[src/rtl/tp_addr_gen.sv]
// Transpose-buffer address generator: one read row per cycle (natural or skewed), write issued BTF_LAT cycles later into the opposite half.
// First rd_en the cycle after start; stall freezes FSM, counters and write pipe, and forces rd_en/wr_en low.
module tp_addr_gen #(
    parameter  int TP      = 8,
    parameter  int SIZE    = 64,
    parameter  int BTF_LAT = 8,
    parameter  int MAXBLK  = 16,
    localparam int ROWS    = SIZE / TP,
    localparam int RW      = (ROWS > 1) ? $clog2(ROWS) : 1,
    localparam int AW      = RW + 1,
    localparam int TPW     = $clog2(TP),
    localparam int BW      = $clog2(MAXBLK) + 1
) (
    input  logic             clk,
    input  logic             rst,
    input  logic             start,
    input  logic [BW-1:0]    num_blk,
    input  logic             mode,
    input  logic             stall,
    output logic             rd_en,
    output logic [TP*AW-1:0] rd_addr,
    output logic [TPW-1:0]   rd_rot,
    output logic             wr_en,
    output logic [TP*AW-1:0] wr_addr,
    output logic             busy,
    output logic             done
);

    typedef enum logic [1:0] {S_IDLE, S_RUN, S_DRAIN, S_FIN} state_t;

    state_t             state_q, state_d;
    logic [RW-1:0]      row_q, row_d;
    logic [BW-1:0]      blk_q, blk_d, nblk_q, nblk_d;
    logic               mode_q, mode_d;
    logic [BTF_LAT-1:0] pv_q, pv_d;
    logic [AW-1:0]      pa_q [BTF_LAT];
    logic [AW-1:0]      pa_d [BTF_LAT];
    logic               rd_en_q, rd_en_d, wr_en_q, wr_en_d;
    logic [TP*AW-1:0]   rd_addr_q, rd_addr_d, wr_addr_q, wr_addr_d;
    logic [TPW-1:0]     rd_rot_q, rd_rot_d;
    logic               busy_q, busy_d, done_q, done_d;

    logic               accept, issue, last, pp, cur_mode;
    logic [RW-1:0]      cur_row;
    logic [BW-1:0]      cur_blk, cur_nblk, nb_clamp;
    int                 lane;

    always_comb begin
        state_d   = state_q;
        row_d     = row_q;
        blk_d     = blk_q;
        nblk_d    = nblk_q;
        mode_d    = mode_q;
        pv_d      = pv_q;
        pa_d      = pa_q;
        rd_en_d   = 1'b0;
        rd_addr_d = rd_addr_q;
        rd_rot_d  = rd_rot_q;
        wr_en_d   = 1'b0;
        wr_addr_d = wr_addr_q;
        lane      = 0;

        nb_clamp = (num_blk > BW'(MAXBLK)) ? BW'(MAXBLK) : num_blk;
        accept   = (state_q == S_IDLE) && start;
        // On the accepting edge row 0 of block 0 is issued straight from the inputs.
        cur_row  = accept ? '0 : row_q;
        cur_blk  = accept ? '0 : blk_q;
        cur_nblk = accept ? nb_clamp : nblk_q;
        cur_mode = accept ? mode : mode_q;
        pp       = cur_blk[0];
        issue    = !stall && ((accept && (nb_clamp != '0)) || (state_q == S_RUN));
        last     = (cur_row == RW'(ROWS - 1)) && (cur_blk == cur_nblk - BW'(1));

        if (accept) begin
            nblk_d = nb_clamp;
            mode_d = mode;
            row_d  = '0;
            blk_d  = '0;
        end

        if (issue) begin
            row_d    = (cur_row == RW'(ROWS - 1)) ? '0 : cur_row + RW'(1);
            blk_d    = (cur_row == RW'(ROWS - 1)) ? cur_blk + BW'(1) : cur_blk;
            rd_en_d  = 1'b1;
            rd_rot_d = cur_mode ? TPW'(int'(cur_row) % TP) : '0;
            for (int k = 0; k < TP; k++) begin
                lane = (k + TP - (int'(cur_row) % TP)) % TP;
                rd_addr_d[k*AW +: AW] = cur_mode ? {pp, RW'(lane % ROWS)} : {pp, cur_row};
            end
        end

        if (!stall) begin
            pv_d    = BTF_LAT'({pv_q, issue});
            pa_d[0] = {~pp, cur_row};
            for (int k = 1; k < BTF_LAT; k++) pa_d[k] = pa_q[k-1];
            wr_en_d = pv_q[BTF_LAT-1];
            if (pv_q[BTF_LAT-1]) wr_addr_d = {TP{pa_q[BTF_LAT-1]}};
        end

        case (state_q)
            S_IDLE:  if (start) state_d = (nb_clamp == '0) ? S_FIN : S_RUN;
            S_RUN:   state_d = S_RUN;
            S_DRAIN: if (!stall && (pv_q == '0)) state_d = S_FIN;
            default: state_d = S_IDLE;  // done is a single-cycle pulse, even under stall
        endcase
        if (issue && last) state_d = S_DRAIN;

        busy_d = (state_d == S_RUN) || (state_d == S_DRAIN);
        done_d = (state_d == S_FIN);
    end

    always_ff @(posedge clk or posedge rst) begin
        if (rst) begin
            state_q   <= S_IDLE;
            row_q     <= '0;
            blk_q     <= '0;
            nblk_q    <= '0;
            mode_q    <= 1'b0;
            pv_q      <= '0;
            for (int k = 0; k < BTF_LAT; k++) pa_q[k] <= '0;
            rd_en_q   <= 1'b0;
            rd_addr_q <= '0;
            rd_rot_q  <= '0;
            wr_en_q   <= 1'b0;
            wr_addr_q <= '0;
            busy_q    <= 1'b0;
            done_q    <= 1'b0;
        end else begin
            state_q   <= state_d;
            row_q     <= row_d;
            blk_q     <= blk_d;
            nblk_q    <= nblk_d;
            mode_q    <= mode_d;
            pv_q      <= pv_d;
            for (int k = 0; k < BTF_LAT; k++) pa_q[k] <= pa_d[k];
            rd_en_q   <= rd_en_d;
            rd_addr_q <= rd_addr_d;
            rd_rot_q  <= rd_rot_d;
            wr_en_q   <= wr_en_d;
            wr_addr_q <= wr_addr_d;
            busy_q    <= busy_d;
            done_q    <= done_d;
        end
    end

    assign rd_en   = rd_en_q;
    assign rd_addr = rd_addr_q;
    assign rd_rot  = rd_rot_q;
    assign wr_en   = wr_en_q;
    assign wr_addr = wr_addr_q;
    assign busy    = busy_q;
    assign done    = done_q;

endmodule

[config.mk]
export PLATFORM = sky130hd
export DESIGN_NAME = tp_addr_gen
export DESIGN_NICKNAME = d
export VERILOG_FILES = /design/src/rtl/tp_addr_gen.sv
export SDC_FILE = /design/constraint.sdc
export NUM_CORES = 1
export LEC_CHECK = 0
export CORE_MARGIN = 2
export CORE_UTILIZATION = 51
export DETAILED_ROUTE_END_ITERATION = 8
export PLACE_DENSITY_LB_ADDON = 0.2
export REMOVE_ABC_BUFFERS = 1
export SKIP_CTS_REPAIR_TIMING = 1
export SLEW_MARGIN = 20
export SYNTH_ARGS = -nofsm -noshare
export SYNTH_HDL_FRONTEND = slang
export SYNTH_SLANG_ARGS = --single-unit
[constraint.sdc]
create_clock -name clk -period 4.5 [get_ports clk]
set_clock_uncertainty 0.2 [all_clocks]
set_input_delay 1.125 -clock clk [delete_from_list [all_inputs] [get_ports clk]]
set_output_delay 1.125 -clock clk [all_outputs]
set_load 0.05 [all_outputs]
==> metrics <==
Reg clk slew, reported paths 0.08 ns; Worst setup EP type flip-flop; depth of the worst register-to-register path 9; count of port buffers added during placement 80; routed vias/inst 4.95; share of layout cells above drive strength 1 0.182; predominant post-synthesis flop cell sky130_fd_sc_hd__dfrtp_1; Worst Path Max Fanout 5; antenna cell count 0; Die Outline Area 8240 µm²; result of the run finished, final reports clean; number of maximum-capacitance violations 0; chip height 90.8 µm; unrepaired setup endpoints after global routing false; min cycle time layout 3.99 ns; Via Count 2398; worst setup path class primary input to flip-flop; count of fill cells added during filler insertion 620; P&R area growth vs syn 20.3%; FMAX 251 MHz; via count of the first global-routing pass 2446; Req. time, crit path 4.53 ns; I/O pin total 81; most numerous cell types in the synthesized netlist sky130_fd_sc_hd__dfrtp_1, sky130_fd_sc_hd__nand2_1, sky130_fd_sc_hd__buf_4; gate count after technology mapping 337; Final Routed Wirelength 6.60 mm; Hold Path Cell Cnt 2; num rows 31; Root Driver sky130_fd_sc_hd__clkbuf_8; Syn Area/Cell 11.4 µm²; total setup violations reported at the end of the flow 0; drt initial violations 111; fin. max-slew vios 0; aggregate negative setup slack 0 ns; total standard cell area after synthesis 3840 µm²; grt ovf 0; Post-synth EDFFs 0; HPWL reported at the end of detailed placement 4.62 mm; Worst Tran Pin Value 0.736 ns; clock tree from TritonCTS yes; number of warnings printed during yosys synthesis 0; data arrival time of the critical path 4.02 ns; insertion delay to the later sink of the worst-skew pair 0.35 ns; die boundary width 90.8 µm; Routability Congestion 0.795; Yosys top cell area share 0.534; class of the tightest hold or removal check flip-flop to flip-flop; biggest area contributors in the synthesized netlist sky130_fd_sc_hd__dfrtp_1, sky130_fd_sc_hd__mux2_2, sky130_fd_sc_hd__buf_4; count of antenna-violating nets left after detailed routing 0; antenna violations before repair 0; Worst slew margin 0.509; area of the core region 7290 µm²; mean routed wirelength per cell 13.6 µm; total CTS buffers 9; post-route clock period utilization 0.887; leading area contributor after synthesis sky130_fd_sc_hd__dfrtp_1; number of nets at the end of the flow 399; number of H-tree levels 3; number of distinct library cell variants in the gate-level netlist after synthesis 41; Startpoint Class primary input; maximum clock path buffer count 2; final hold viol count 0; proportion of register bits with asynchronous set or reset after synthesis 1.00; most repeated cell in the gate-level netlist after synthesis sky130_fd_sc_hd__dfrtp_1; Initial Util 0.527; DRC 0; share of the yosys chip area belonging to registers 0.534; pin count of the biggest net entering global routing 63; overall routing resource usage 0.172; iteration count of the initial detailed-routing pass 4; clock net sink count 82; Yosys reg bits 82; wire length of the first global-routing pass 11.4 mm
routing by layer:
metal,global-route usage,routed length (µm),up-vias,part of all wire
li1,-,-,1184,-
met1,0.227,3120,1149,0.47
met2,0.276,3090,55,0.47
met3,0.0351,288,10,0.044
met4,0.0795,97,0,0.015
met5,0,0,-,0
placed cells by master (no fill, tap or decap), drive strengths merged, types with 2 or more instances in the layout:
master | netlist | layout
o221ai | 2 | 2
or4 | 2 | 2
clkinvlp | 0 | 3
mux2 | 41 | 41
xnor2 | 10 | 10
nor2 | 7 | 7
dfrtp | 82 | 82
a21oi | 6 | 6
clkbuf | 9 | 10
ha | 9 | 9
nand2b | 5 | 5
or3 | 3 | 3
nor3b | 2 | 2
nor4b | 2 | 2
xor2 | 5 | 5
nand2 | 49 | 49
o21a | 4 | 4
o21ai | 19 | 19
buf | 47 | 9
nor3 | 2 | 2
inv | 11 | 13
a31oi | 4 | 4
clkdlybuf4s50 | 0 | 79
registers in the layout, summed over array words and instances (netlist names), 2 cells and up:
register  count
row_q         3
rd_addr      15
rd_rot        3
pa_q         32
wr_addr       4
nblk_q        5
blk_q         5
pv_q          8
state_q       2
cell type report:
class,instances,area [µm²],share of cell area
clock buffers,10,128,0.0276
clock inverters,6,51.3,0.0111
inverters,11,43.8,0.00947
multi-input cells,188,1370,0.296
flip-flops and latches,82,2050,0.444
well taps,99,124,0.0268
repair buffers,88,856,0.185
critical path, cell delays in order:
cell and delay (ns):
sky130_fd_sc_hd__clkdlybuf4s50_1 0.53, sky130_fd_sc_hd__or3b_1 0.41, sky130_fd_sc_hd__o21a_1 0.22, sky130_fd_sc_hd__ha_1 0.25
sky130_fd_sc_hd__nor4b_1 0.16, sky130_fd_sc_hd__or4b_1 0.53, sky130_fd_sc_hd__nor4b_2 0.25, sky130_fd_sc_hd__a31oi_1 0.10
sky130_fd_sc_hd__o311a_1 0.17, sky130_fd_sc_hd__ha_1 0.30
cells by family (layout without fill, tap and decap cells):
family,after synthesis,count (layout),synth area share
compound gates,40,40,0.0645
xor+xnor,15,15,0.0342
fa+ha+maj,9,9,0.0293
buf+inv,67,115,0.110
flops,82,82,0.534
mux,42,42,0.123
simple gates,82,82,0.105
stage by stage:
| stage | setup WS, ns | area [µm²] | utilization | instances | hold WS [ns] |
|---|---|---|---|---|---|
| after floorplan | 0.491 | 3460 | - | 281 | 0.248 |
| after global placement | 0.252 | 4440 | 0.609 | 468 | 0.267 |
| after detailed placement | 0.141 | 4440 | 0.609 | 468 | 0.262 |
| after CTS | 0.503 | 4620 | 0.634 | 484 | 0.290 |
| after global routing | 0.360 | 4620 | 0.634 | 484 | 0.312 |
| final | 0.509 | 4620 | 0.634 | 484 | 0.288 |
path summary, 6_finish.rpt:
path	start	to	slack, ns
hold / removal	rd_addr[10]	rd_addr[10]	0.29
max in group asynchronous	rst	busy	2.38
hold reg to reg	rd_addr[10]	rd_addr[10]	0.29
min in group asynchronous	rst	pa_q[26]	1.05
setup reg to reg	state_q[0]	busy	1.31
setup / recovery	start	busy	0.51
Power is left out: the tool's default activity adds up to more than one toggle a clock period on the data nets, which glitch-free logic cannot reach.
